**src/rtl/sdram_pkg.sv**
```systemverilog
// Shared SDRAM controller definitions: command encodings, engine state encoding, A10 position.
package sdram_pkg;

   localparam logic [3:0] CMD_ACT = 4'b0011;
   localparam logic [3:0] CMD_RD  = 4'b0101;
   localparam logic [3:0] CMD_PRE = 4'b0010;
   localparam logic [3:0] CMD_NOP = 4'b0111;

   localparam int unsigned A10_BIT = 10;

   typedef enum logic [2:0] {
      ST_IDLE,
      ST_REQ,
      ST_ACT,
      ST_READ,
      ST_PRE
   } sdram_state_e;

   function automatic int unsigned max3(input int unsigned a, input int unsigned b,
                                        input int unsigned c);
      int unsigned m;
      m = (a > b) ? a : b;
      return (m > c) ? m : c;
   endfunction

endpackage

```
**src/rtl/sdram_rd_dpipe.sv**
```systemverilog
// Read-data capture: valid delayed DEPTH cycles, DQ registered once.
module sdram_rd_dpipe #(
   parameter int unsigned DEPTH = 4,
   parameter int unsigned DQ_W  = 16
) (
   input  logic            clk,
   input  logic            rst,
   input  logic            vld_i,
   input  logic [DQ_W-1:0] data_i,
   output logic            vld_o,
   output logic [DQ_W-1:0] data_o
);

   logic [DEPTH-1:0] vld_q, vld_d;
   logic [DQ_W-1:0]  data_q, data_d;

   always_comb begin
      vld_d  = {vld_q[DEPTH-2:0], vld_i};
      data_d = data_i;
   end

   always_ff @(posedge clk or posedge rst) begin
      if (rst) begin
         vld_q  <= '0;
         data_q <= '0;
      end else begin
         vld_q  <= vld_d;
         data_q <= data_d;
      end
   end

   assign vld_o  = vld_q[DEPTH-1];
   assign data_o = data_q;

endmodule

```
**src/rtl/sdram_rd_burst.sv**
```systemverilog
// Multi-burst SDRAM read engine: arbiter handshake, row crossing, refresh yield/resume.
module sdram_rd_burst
   import sdram_pkg::*;
#(
   parameter int unsigned DQ_W      = 16,
   parameter int unsigned BANK_W    = 2,
   parameter int unsigned ROW_W     = 12,
   parameter int unsigned COL_W     = 9,
   parameter int unsigned BURST_LEN = 4,
   parameter int unsigned CAS_LAT   = 3,
   parameter int unsigned TRCD      = 3,
   parameter int unsigned TRP       = 3,
   parameter int unsigned LEN_W     = 16
) (
   input  logic                            s_clk,
   input  logic                            s_rst,
   input  logic                            rd_trig,
   input  logic [BANK_W+ROW_W+COL_W-1:0]   rd_start_addr,
   input  logic [LEN_W-1:0]                rd_len,
   input  logic                            aref_req,
   input  logic                            rd_en,
   input  logic [DQ_W-1:0]                 sdram_data,
   output logic                            rd_req,
   output logic                            rd_end,
   output logic                            rd_done,
   output logic                            busy,
   output logic [3:0]                      rd_cmd,
   output logic [ROW_W-1:0]                rd_addr,
   output logic [BANK_W-1:0]               rd_bank,
   output logic [DQ_W-1:0]                 rfifo_wr_data,
   output logic                            rfifo_wr_en
);

   localparam int unsigned AW    = BANK_W + ROW_W + COL_W;
   localparam int unsigned CNT_W = $clog2(max3(TRCD, TRP, BURST_LEN));

   if (!(BURST_LEN == 1 || BURST_LEN == 2 || BURST_LEN == 4 || BURST_LEN == 8)) begin : g_bad_bl
      $error("BURST_LEN must be 1, 2, 4 or 8");
   end
   if (!(CAS_LAT == 2 || CAS_LAT == 3)) begin : g_bad_cl
      $error("CAS_LAT must be 2 or 3");
   end
   if (ROW_W < 11) begin : g_bad_row
      $error("ROW_W must be at least 11");
   end
   if (COL_W > 10) begin : g_bad_col
      $error("COL_W must be at most 10");
   end
   if (TRCD < 2 || TRP < 2) begin : g_bad_t
      $error("TRCD and TRP must be at least 2");
   end

   sdram_state_e       state_q, state_d, tgt_q, tgt_d;
   logic [CNT_W-1:0]   cnt_q, cnt_d;
   logic [AW-1:0]      addr_q, addr_d;
   logic [LEN_W-1:0]   rem_q, rem_d;
   logic [3:0]         rd_cmd_q, rd_cmd_d;
   logic [ROW_W-1:0]   rd_addr_q, rd_addr_d;
   logic [BANK_W-1:0]  rd_bank_q, rd_bank_d;
   logic               rd_req_q, rd_req_d;
   logic               rd_end_q, rd_end_d;
   logic               rd_done_q, rd_done_d;
   logic               busy_q, busy_d;
   logic               do_rd;

   logic [COL_W-1:0]   cur_col;
   logic [ROW_W-1:0]   cur_row;
   logic [BANK_W-1:0]  cur_bank;

   assign cur_col  = addr_q[COL_W-1:0];
   assign cur_row  = addr_q[COL_W +: ROW_W];
   assign cur_bank = addr_q[AW-1 -: BANK_W];

   always_comb begin
      state_d   = state_q;
      tgt_d     = tgt_q;
      cnt_d     = cnt_q;
      addr_d    = addr_q;
      rem_d     = rem_q;
      rd_cmd_d  = CMD_NOP;
      rd_addr_d = '0;
      rd_bank_d = '0;
      rd_req_d  = 1'b0;
      rd_end_d  = 1'b0;
      rd_done_d = 1'b0;
      do_rd     = 1'b0;

      case (state_q)
         ST_IDLE: begin
            if (rd_trig && rd_len != '0) begin
               state_d  = ST_REQ;
               addr_d   = rd_start_addr & ~AW'(BURST_LEN - 1);
               rem_d    = rd_len;
               rd_req_d = 1'b1;
            end
         end
         ST_REQ: begin
            if (rd_en) begin
               state_d   = ST_ACT;
               cnt_d     = '0;
               rd_cmd_d  = CMD_ACT;
               rd_addr_d = cur_row;
               rd_bank_d = cur_bank;
            end else begin
               rd_req_d = 1'b1;
            end
         end
         ST_ACT: begin
            if (cnt_q == CNT_W'(TRCD - 1)) do_rd = 1'b1;
            else                           cnt_d = cnt_q + CNT_W'(1);
         end
         ST_READ: begin
            // addr_q has already advanced past the burst in flight, so col 0 means row end
            if (cnt_q == CNT_W'(BURST_LEN - 1)) begin
               if (rem_q == '0 || cur_col == '0 || aref_req) begin
                  state_d   = ST_PRE;
                  cnt_d     = '0;
                  rd_cmd_d  = CMD_PRE;
                  rd_addr_d = ROW_W'(1) << A10_BIT;
                  tgt_d     = (rem_q == '0) ? ST_IDLE : (aref_req ? ST_REQ : ST_ACT);
               end else begin
                  do_rd = 1'b1;
               end
            end else begin
               cnt_d = cnt_q + CNT_W'(1);
            end
         end
         ST_PRE: begin
            if (cnt_q == CNT_W'(TRP - 2) && tgt_q != ST_ACT) begin
               rd_end_d  = 1'b1;
               rd_done_d = (tgt_q == ST_IDLE);
            end
            if (cnt_q == CNT_W'(TRP - 1)) begin
               state_d  = tgt_q;
               cnt_d    = '0;
               rd_req_d = (tgt_q == ST_REQ);
               if (tgt_q == ST_ACT) begin
                  rd_cmd_d  = CMD_ACT;
                  rd_addr_d = cur_row;
                  rd_bank_d = cur_bank;
               end
            end else begin
               cnt_d = cnt_q + CNT_W'(1);
            end
         end
         default: state_d = ST_IDLE;
      endcase

      if (do_rd) begin
         state_d   = ST_READ;
         cnt_d     = '0;
         rd_cmd_d  = CMD_RD;
         rd_addr_d = ROW_W'(cur_col);
         rd_bank_d = cur_bank;
         rem_d     = rem_q - LEN_W'(1);
         addr_d    = addr_q + AW'(BURST_LEN);
      end

      busy_d = (state_d != ST_IDLE);
   end

   always_ff @(posedge s_clk or posedge s_rst) begin
      if (s_rst) begin
         state_q   <= ST_IDLE;
         tgt_q     <= ST_IDLE;
         cnt_q     <= '0;
         addr_q    <= '0;
         rem_q     <= '0;
         rd_cmd_q  <= CMD_NOP;
         rd_addr_q <= '0;
         rd_bank_q <= '0;
         rd_req_q  <= 1'b0;
         rd_end_q  <= 1'b0;
         rd_done_q <= 1'b0;
         busy_q    <= 1'b0;
      end else begin
         state_q   <= state_d;
         tgt_q     <= tgt_d;
         cnt_q     <= cnt_d;
         addr_q    <= addr_d;
         rem_q     <= rem_d;
         rd_cmd_q  <= rd_cmd_d;
         rd_addr_q <= rd_addr_d;
         rd_bank_q <= rd_bank_d;
         rd_req_q  <= rd_req_d;
         rd_end_q  <= rd_end_d;
         rd_done_q <= rd_done_d;
         busy_q    <= busy_d;
      end
   end

   assign rd_cmd  = rd_cmd_q;
   assign rd_addr = rd_addr_q;
   assign rd_bank = rd_bank_q;
   assign rd_req  = rd_req_q;
   assign rd_end  = rd_end_q;
   assign rd_done = rd_done_q;
   assign busy    = busy_q;

   // every READ-state cycle corresponds to one returned beat CAS_LAT+1 cycles later
   sdram_rd_dpipe #(
      .DEPTH (CAS_LAT + 1),
      .DQ_W  (DQ_W)
   ) u_dpipe (
      .clk    (s_clk),
      .rst    (s_rst),
      .vld_i  (state_q == ST_READ),
      .data_i (sdram_data),
      .vld_o  (rfifo_wr_en),
      .data_o (rfifo_wr_data)
   );

endmodule

```
**config.mk**
```make
export PLATFORM = sky130hd
export DESIGN_NAME = sdram_rd_burst
export DESIGN_NICKNAME = d
export VERILOG_FILES = /design/src/rtl/sdram_pkg.sv /design/src/rtl/sdram_rd_dpipe.sv /design/src/rtl/sdram_rd_burst.sv
export SDC_FILE = /design/constraint.sdc
export NUM_CORES = 1
export LEC_CHECK = 0
export ABC_AREA = 1
export ABC_CLOCK_PERIOD_IN_PS = 4000
export BUFFER_PORTS_ARGS = -buffer_cell sky130_fd_sc_hd__buf_2
export CORE_UTILIZATION = 55
export CTS_CLUSTER_SIZE = 28
export DETAILED_ROUTE_END_ITERATION = 8
export GPL_ROUTABILITY_DRIVEN = 0
export PLACE_DENSITY = 0.9
export REMOVE_ABC_BUFFERS = 1
export SYNTH_ARGS = -nofsm -noshare
export SYNTH_HDL_FRONTEND = slang
export SYNTH_SLANG_ARGS = --single-unit
```
**constraint.sdc**
```tcl
create_clock -name s_clk -period 4 [get_ports s_clk]
set_input_delay 0.2 -clock s_clk [delete_from_list [all_inputs] [get_ports s_clk]]
set_output_delay 0.2 -clock s_clk [all_outputs]
set_load 0.005 [all_outputs]
```
# After elaboration in Yosys (flattened, before gate mapping)
# Index checks and enable logic that the tools add are counted.
[totals] ff_bits=89 input_bits=60
[op_classes] n_addsub=3 eq_ne=13 mux=53 reduce_logical=16
[ops] cell="two-way mux 23 bit" n=3
[ops] cell="two-way mux 12 bit" n=4
[ops] cell="two-way mux 16 bit" n=3
[ops] cell="case mux 12 bit (3 select lines)" n=1
[ops] cell="two-way mux 3 bit" n=11
[ops] cell="two-way mux 2 bit" n=12
[ops] cell="adder 23 x 3 -> 23 bit (second input constant)" n=1
[ops] cell="two-way mux 11 bit" n=2
[ops] cell="logical NOT 16 bit" n=1
[ops] cell="nonzero test 16 bit" n=1
[ops] cell="subtractor 16 x 1 -> 16 bit (second input constant)" n=1
[ops] cell="case mux 3 bit (5 select lines)" n=1
[ops] cell="two-way mux 1 bit" n=10
[ops] cell="== test 3 x 2 -> 1 bit (second input constant)" n=3
[ops] cell="logical NOT 9 bit" n=1
[ops] cell="case mux 3 bit (3 select lines)" n=1
[ops] cell="case mux 2 bit (4 select lines)" n=1
[ops] cell="== test 3 x 1 -> 1 bit (second input constant)" n=2
[ops] cell="logical NOT 3 bit" n=2
[ops] cell="!= test 3 bit (second input constant)" n=2
[ops] cell="nonzero test 5 bit" n=1
[ops] cell="== test 2 bit (second input constant)" n=2
[ops] cell="two-way mux 4 bit" n=1
[ops] cell="!= test 4 bit (second input constant)" n=1
[ops] cell="other kinds (14)" n=17

# Logic depth before layout (Yosys ltp)
[depth] depth_word=8 depth_mapped=12 depth_no_buf=11

# By module
# Synthesis repeated with hierarchy kept, for this count alone.
[unflattened] cells_unflattened=628 hier_area_um2=4730.8
[modules_own_cells] module="sdram_rd_burst" instances=1 cells_per_inst=607 area_per_inst_um2=4226.6 seq_area_each_um2=1630.3
[modules_own_cells] module="sdram_rd_dpipe" instances=1 cells_per_inst=21 area_per_inst_um2=504.2 seq_area_each_um2=500.5

# Worst setup path after synthesis
# No wires, ideal clock.
[synth_timing] kind="flip-flop to flip-flop" startpoint="reg rem_q[0]" endpoint="reg rem_q[13]" arrival_ns=1.448 setup_slack_ns=2.435 stages_incl_launch_ff=12 path_buffers=1 synth_period_minus_slack_ns=1.565 cell_sequence="dfrtp_1 inv_1 ha_1 nand2_1 nor2_1 nand2_2 nand4_4 nand2_2 buf_2 nand2_1 nand2_1 nand2_1"
[synth_via] elab_chain_cells=8
[synth_rtl] element="start, declared" line="sdram_rd_burst.sv:56" text="logic [LEN_W-1:0] rem_q, rem_d;"
[synth_rtl] element="start signal, assigned" line="sdram_rd_burst.sv:181" text="rem_q <= rem_d;"
[synth_rtl] element="logical NOT 16 bit" line="sdram_rd_burst.sv:115" text="if (rem_q == '0 || cur_col == '0 || aref_req) begin"
[synth_rtl] element="logical OR 1 bit (2 in a row)" line="sdram_rd_burst.sv:115"
[synth_rtl] element="two-way mux 1 bit" line="sdram_rd_burst.sv:115"
[synth_rtl] element="two-way mux 1 bit" line="sdram_rd_burst.sv:114" text="if (cnt_q == CNT_W'(BURST_LEN - 1)) begin"
[synth_rtl] element="case mux 1 bit (2 select lines)" line="sdram_rd_burst.sv:88" text="case (state_q)"
[synth_rtl] element="nonzero test 2 bit (no source line)"
[synth_rtl] element="AND reduction 2 bit (no source line)"
# Several ways; a longest one is shown, not always the timed one.
# A chain may end at the register's enable or synchronous reset.

# Worst setup path after layout
[layout_timing] startpoint="reg rem_q[0]" endpoint="reg addr_q[11]"
[layout_via] elab_chain_cells=8
[layout_rtl] element="logical NOT 16 bit *" line="sdram_rd_burst.sv:115"
[layout_rtl] element="logical OR 1 bit * (2 in a row)" line="sdram_rd_burst.sv:115"
[layout_rtl] element="two-way mux 1 bit *" line="sdram_rd_burst.sv:115"
[layout_rtl] element="two-way mux 1 bit *" line="sdram_rd_burst.sv:114"
[layout_rtl] element="case mux 1 bit (2 select lines) *" line="sdram_rd_burst.sv:88"
[layout_rtl] element="nonzero test 2 bit (no source line)"
[layout_rtl] element="AND reduction 2 bit (no source line)"
[layout_rtl] element="end signal, assigned" line="sdram_rd_burst.sv:180" text="addr_q <= addr_d;"
[layout_rtl] element="end, declared" line="sdram_rd_burst.sv:55" text="logic [AW-1:0] addr_q, addr_d;"
# Every way passes the cells marked *; elsewhere a longest branch is shown, timed or not.

==> results.cfg <==
[run_status]
result_of_the_run = finished, final reports clean

[floorplanning]
core_area_sq_mm = 0.007888
initial_util = 0.5801
die_height_um = 93.21
fp.dieW_um = 93.21
floorplan.rows = 32
num_io_pins = 99
fp.dieArea_sq_mm = 0.008688

[cts]
worstSkewPairLatency_ns = 0.37
library_cell_used_as_clock_root_buffer = sky130_fd_sc_hd__clkbuf_8
tritoncts = yes
cts.path.max_buffers = 2
post_cts_resize_count = 0
cts-buffers-inserted = 9
clock_transition_at_path_regs_ns = 0.11
cts-htree-levels = 3
clock-sinks = 85

[yosys]
netlist_area_sq_mm = 0.004576
synth-warning-count = 0
synth.largest_area_cell = sky130_fd_sc_hd__dfrtp_1
synth_top_flop_cell = sky130_fd_sc_hd__dfrtp_1
synth_area_leaders = sky130_fd_sc_hd__dfrtp_1 45%, sky130_fd_sc_hd__nand2_1 18%, sky130_fd_sc_hd__nand3_1 6.1%, sky130_fd_sc_hd__nand4_1 6.0%, sky130_fd_sc_hd__nor2_1 4.6%
post_synth_inst_count = 601
yosysTopAreaCellShare = 0.4485
distinct_cell_type_count_after_synthesis = 30
ys_async_sr_fraction = 1.000
post_synth_edffs = 0
synthesis.area_per_instance_sq_um = 7.613
yosysSeqAreaShare = 0.4657
ys_seq_elements = 85

[sta]
fin_tns_setup_ns = 0
slew_headroom = 0.2253
finalSetupViolations = 0
final-max-slew-violation-count = 0
finalCritPeriodShare = 0.7657
finClkSkew_ns = 0.02124
grt_setup_unrepaired = no
period_needed_ns = 3.063
final_hold_viol_count = 0
fmax_ghz = 0.3265
worstMarginPinSlew_ns = 1.161

[routing]
drcViolationCount = 0
routedWlPerCell_um = 14.00
detail_route.vias_per_cell = 5.483
vias = 4408
detailedRoute.firstPassIterationCount = 5
wirelength_um = 11260
final_antenna_net_count = 0
first_iter_violations = 335

[worst_setup_path]
crit-reg2reg-launch = rem_q[0]$_DFFE_PP0P_
crit_fanout = 64
worstSetupStartpointType = flip-flop
crit_path_end_kind = flip-flop
worst_ep_arrival_ns = 3.30
cp-startpoint = rem_q[0]$_DFFE_PP0P_
required_ns = 4.24
timing.setup.critical_path_class = flip-flop to flip-flop

[run]
max_cap_violations = 0

[placed_design]
io_buffer_count = 95
post-dp-hpwl_um = 7506
place.detailed.instances = 772
detailed_place.area_sq_mm = 0.005065

[global_route]
global_route_wire_length_before_repair_um = 19500
overflow = 0
grt_max_degree = 65
antenna_found_initial = 0
groute.usage.overall = 0.2835
grt_pass1_vias = 4375

[power]
power_density_mw_per_mm2 = 667.1
ir_worst_vdd_mv = 0.4950
fin_total_pwr_mw = 3.626
static_leakage_power_nw = 2.844

[final_layout]
finalCoreUtilization = 0.6891
finish.net_count = 765
layout-area-overhead-vs-synth_pct = 18.79
fillerInstances = 632
area.sequential_sq_mm = 0.002131
final_cell_mix = 219 x sky130_fd_sc_hd__nand2_1, 95 x sky130_fd_sc_hd__buf_2, 82 x sky130_fd_sc_hd__dfrtp_1, 56 x sky130_fd_sc_hd__nor2_1, 56 x sky130_fd_sc_hd__nand3_1
multiInputGateArea_sq_mm = 0.002146
diodes = 0
finalInstanceArea_sq_mm = 0.005435
instances_no_fill = 804
mostFrequentLayoutCell = sky130_fd_sc_hd__nand2_1
share_of_post_route_cells_with_drive_strength_above_1 = 0.1838

[hold_path]
hp-class = input pin to async pin
[worst max-delay path, cell delays in order (launching register included)]
cell and delay [ns]:
sky130_fd_sc_hd__dfrtp_1 0.38, sky130_fd_sc_hd__inv_1 0.08, sky130_fd_sc_hd__ha_1 0.22, sky130_fd_sc_hd__nand2_1 0.12, sky130_fd_sc_hd__nor2_1 0.07, sky130_fd_sc_hd__nand2_2 0.13, sky130_fd_sc_hd__nand4_4 0.70, sky130_fd_sc_hd__nand2_2 0.57
sky130_fd_sc_hd__buf_4 0.39, sky130_fd_sc_hd__nand2_1 0.10, sky130_fd_sc_hd__nand2_1 0.07, sky130_fd_sc_hd__nand2_1 0.06
[registers in the layout, summed over array words and instances (netlist names), 2 cells and up]
| name | cells |
|---|---|
| addr_q | 21 |
| rem_q | 16 |
| u_dpipe.data_o | 16 |
| rd_addr | 12 |
| u_dpipe.vld_q | 4 |
| rd_cmd | 3 |
| state_q | 3 |
| cnt_q | 2 |
| rd_bank | 2 |
| tgt_q | 2 |
[area by class of cell]
type | count | share of cell area
Multi-Input combinational cell | 445 | 0.3948
Sequential cell | 85 | 0.3920
Timing Repair Buffer | 115 | 0.1225
Inverter | 41 | 0.02855
Tap cell | 102 | 0.02348
Clock buffer | 9 | 0.02279
Clock inverter | 7 | 0.01588
[through the flow]
step / hold WS (ns) / setup slack [ns]
detailed placement: 0.3093 / 1.037
global route: 0.06398 / 0.6902
finish: 0.01792 / 0.9370
global placement: 0.3073 / 1.079
CTS: 0.03905 / 1.003
floorplan: 0.2314 / 1.549
[worst paths after layout]
kind / slack (ns) / cells past startpoint / end
hold / removal: 0.02 / 2 / rd_addr[11]$_DFF_PP0_
min in group s_clk: 0.07 / 3 / rem_q[14]$_DFFE_PP0P_
max in group asynchronous: 3.04 / 3 / rem_q[1]$_DFFE_PP0P_
setup / recovery: 0.94 / 11 / addr_q[11]$_DFFE_PP0P_
setup reg to reg: 0.94 / 11 / addr_q[11]$_DFFE_PP0P_
hold reg to reg: 0.36 / 0 / u_dpipe.vld_q[3]$_DFF_PP0_
[where the power goes]
group,internal [mW],switching (mW)
logic,0.578,0.901
clock network,0.304,0.359
registers,1.16,0.320
[per-layer routing]
metal / GRT usage / wire [um] / vias to the layer above
met5: 0 / 0 / -
met1: 0.3589 / 4575 / 2045
met2: 0.4841 / 5627 / 225
met4: 0.08974 / 134 / 0
li1: - / - / 2120
met3: 0.06098 / 920 / 18
[timing repair]
item	4_1_cts	5_1_grt
hold buffers	16	0
endpoints found under the hold margin	16	0
buffers inserted	0	0
[synth_stat cells, drive strengths merged (3+ instances only)]
| cell | count |
|---|---|
| nand2 | 222 |
| xnor2 | 9 |
| nand4 | 45 |
| dfstp | 3 |
| buf | 20 |
| nand3 | 56 |
| nor2 | 59 |
| dfrtp | 82 |
| o21ai | 14 |
| xor2 | 17 |
| nor3 | 4 |
| inv | 41 |
| ha | 8 |
| a21oi | 3 |
| clkbuf | 10 |
[cell families (layout without fill, tap and decap cells)]
logic type               count (synthesis)  count (layout)  synth area share
AND/OR/NAND/NOR                        389             389            0.3705
XOR/XNOR                                26              26           0.04977
adder cells (fa/ha/maj)                  8               8           0.02188
flip-flops                              85              85            0.4657
buffers and inverters                   71             172           0.06535
other                                    1               1         0.0008196
AO/OA/AOI/OAI                           21              21           0.02598
Power figures use the tool's default switching activity.
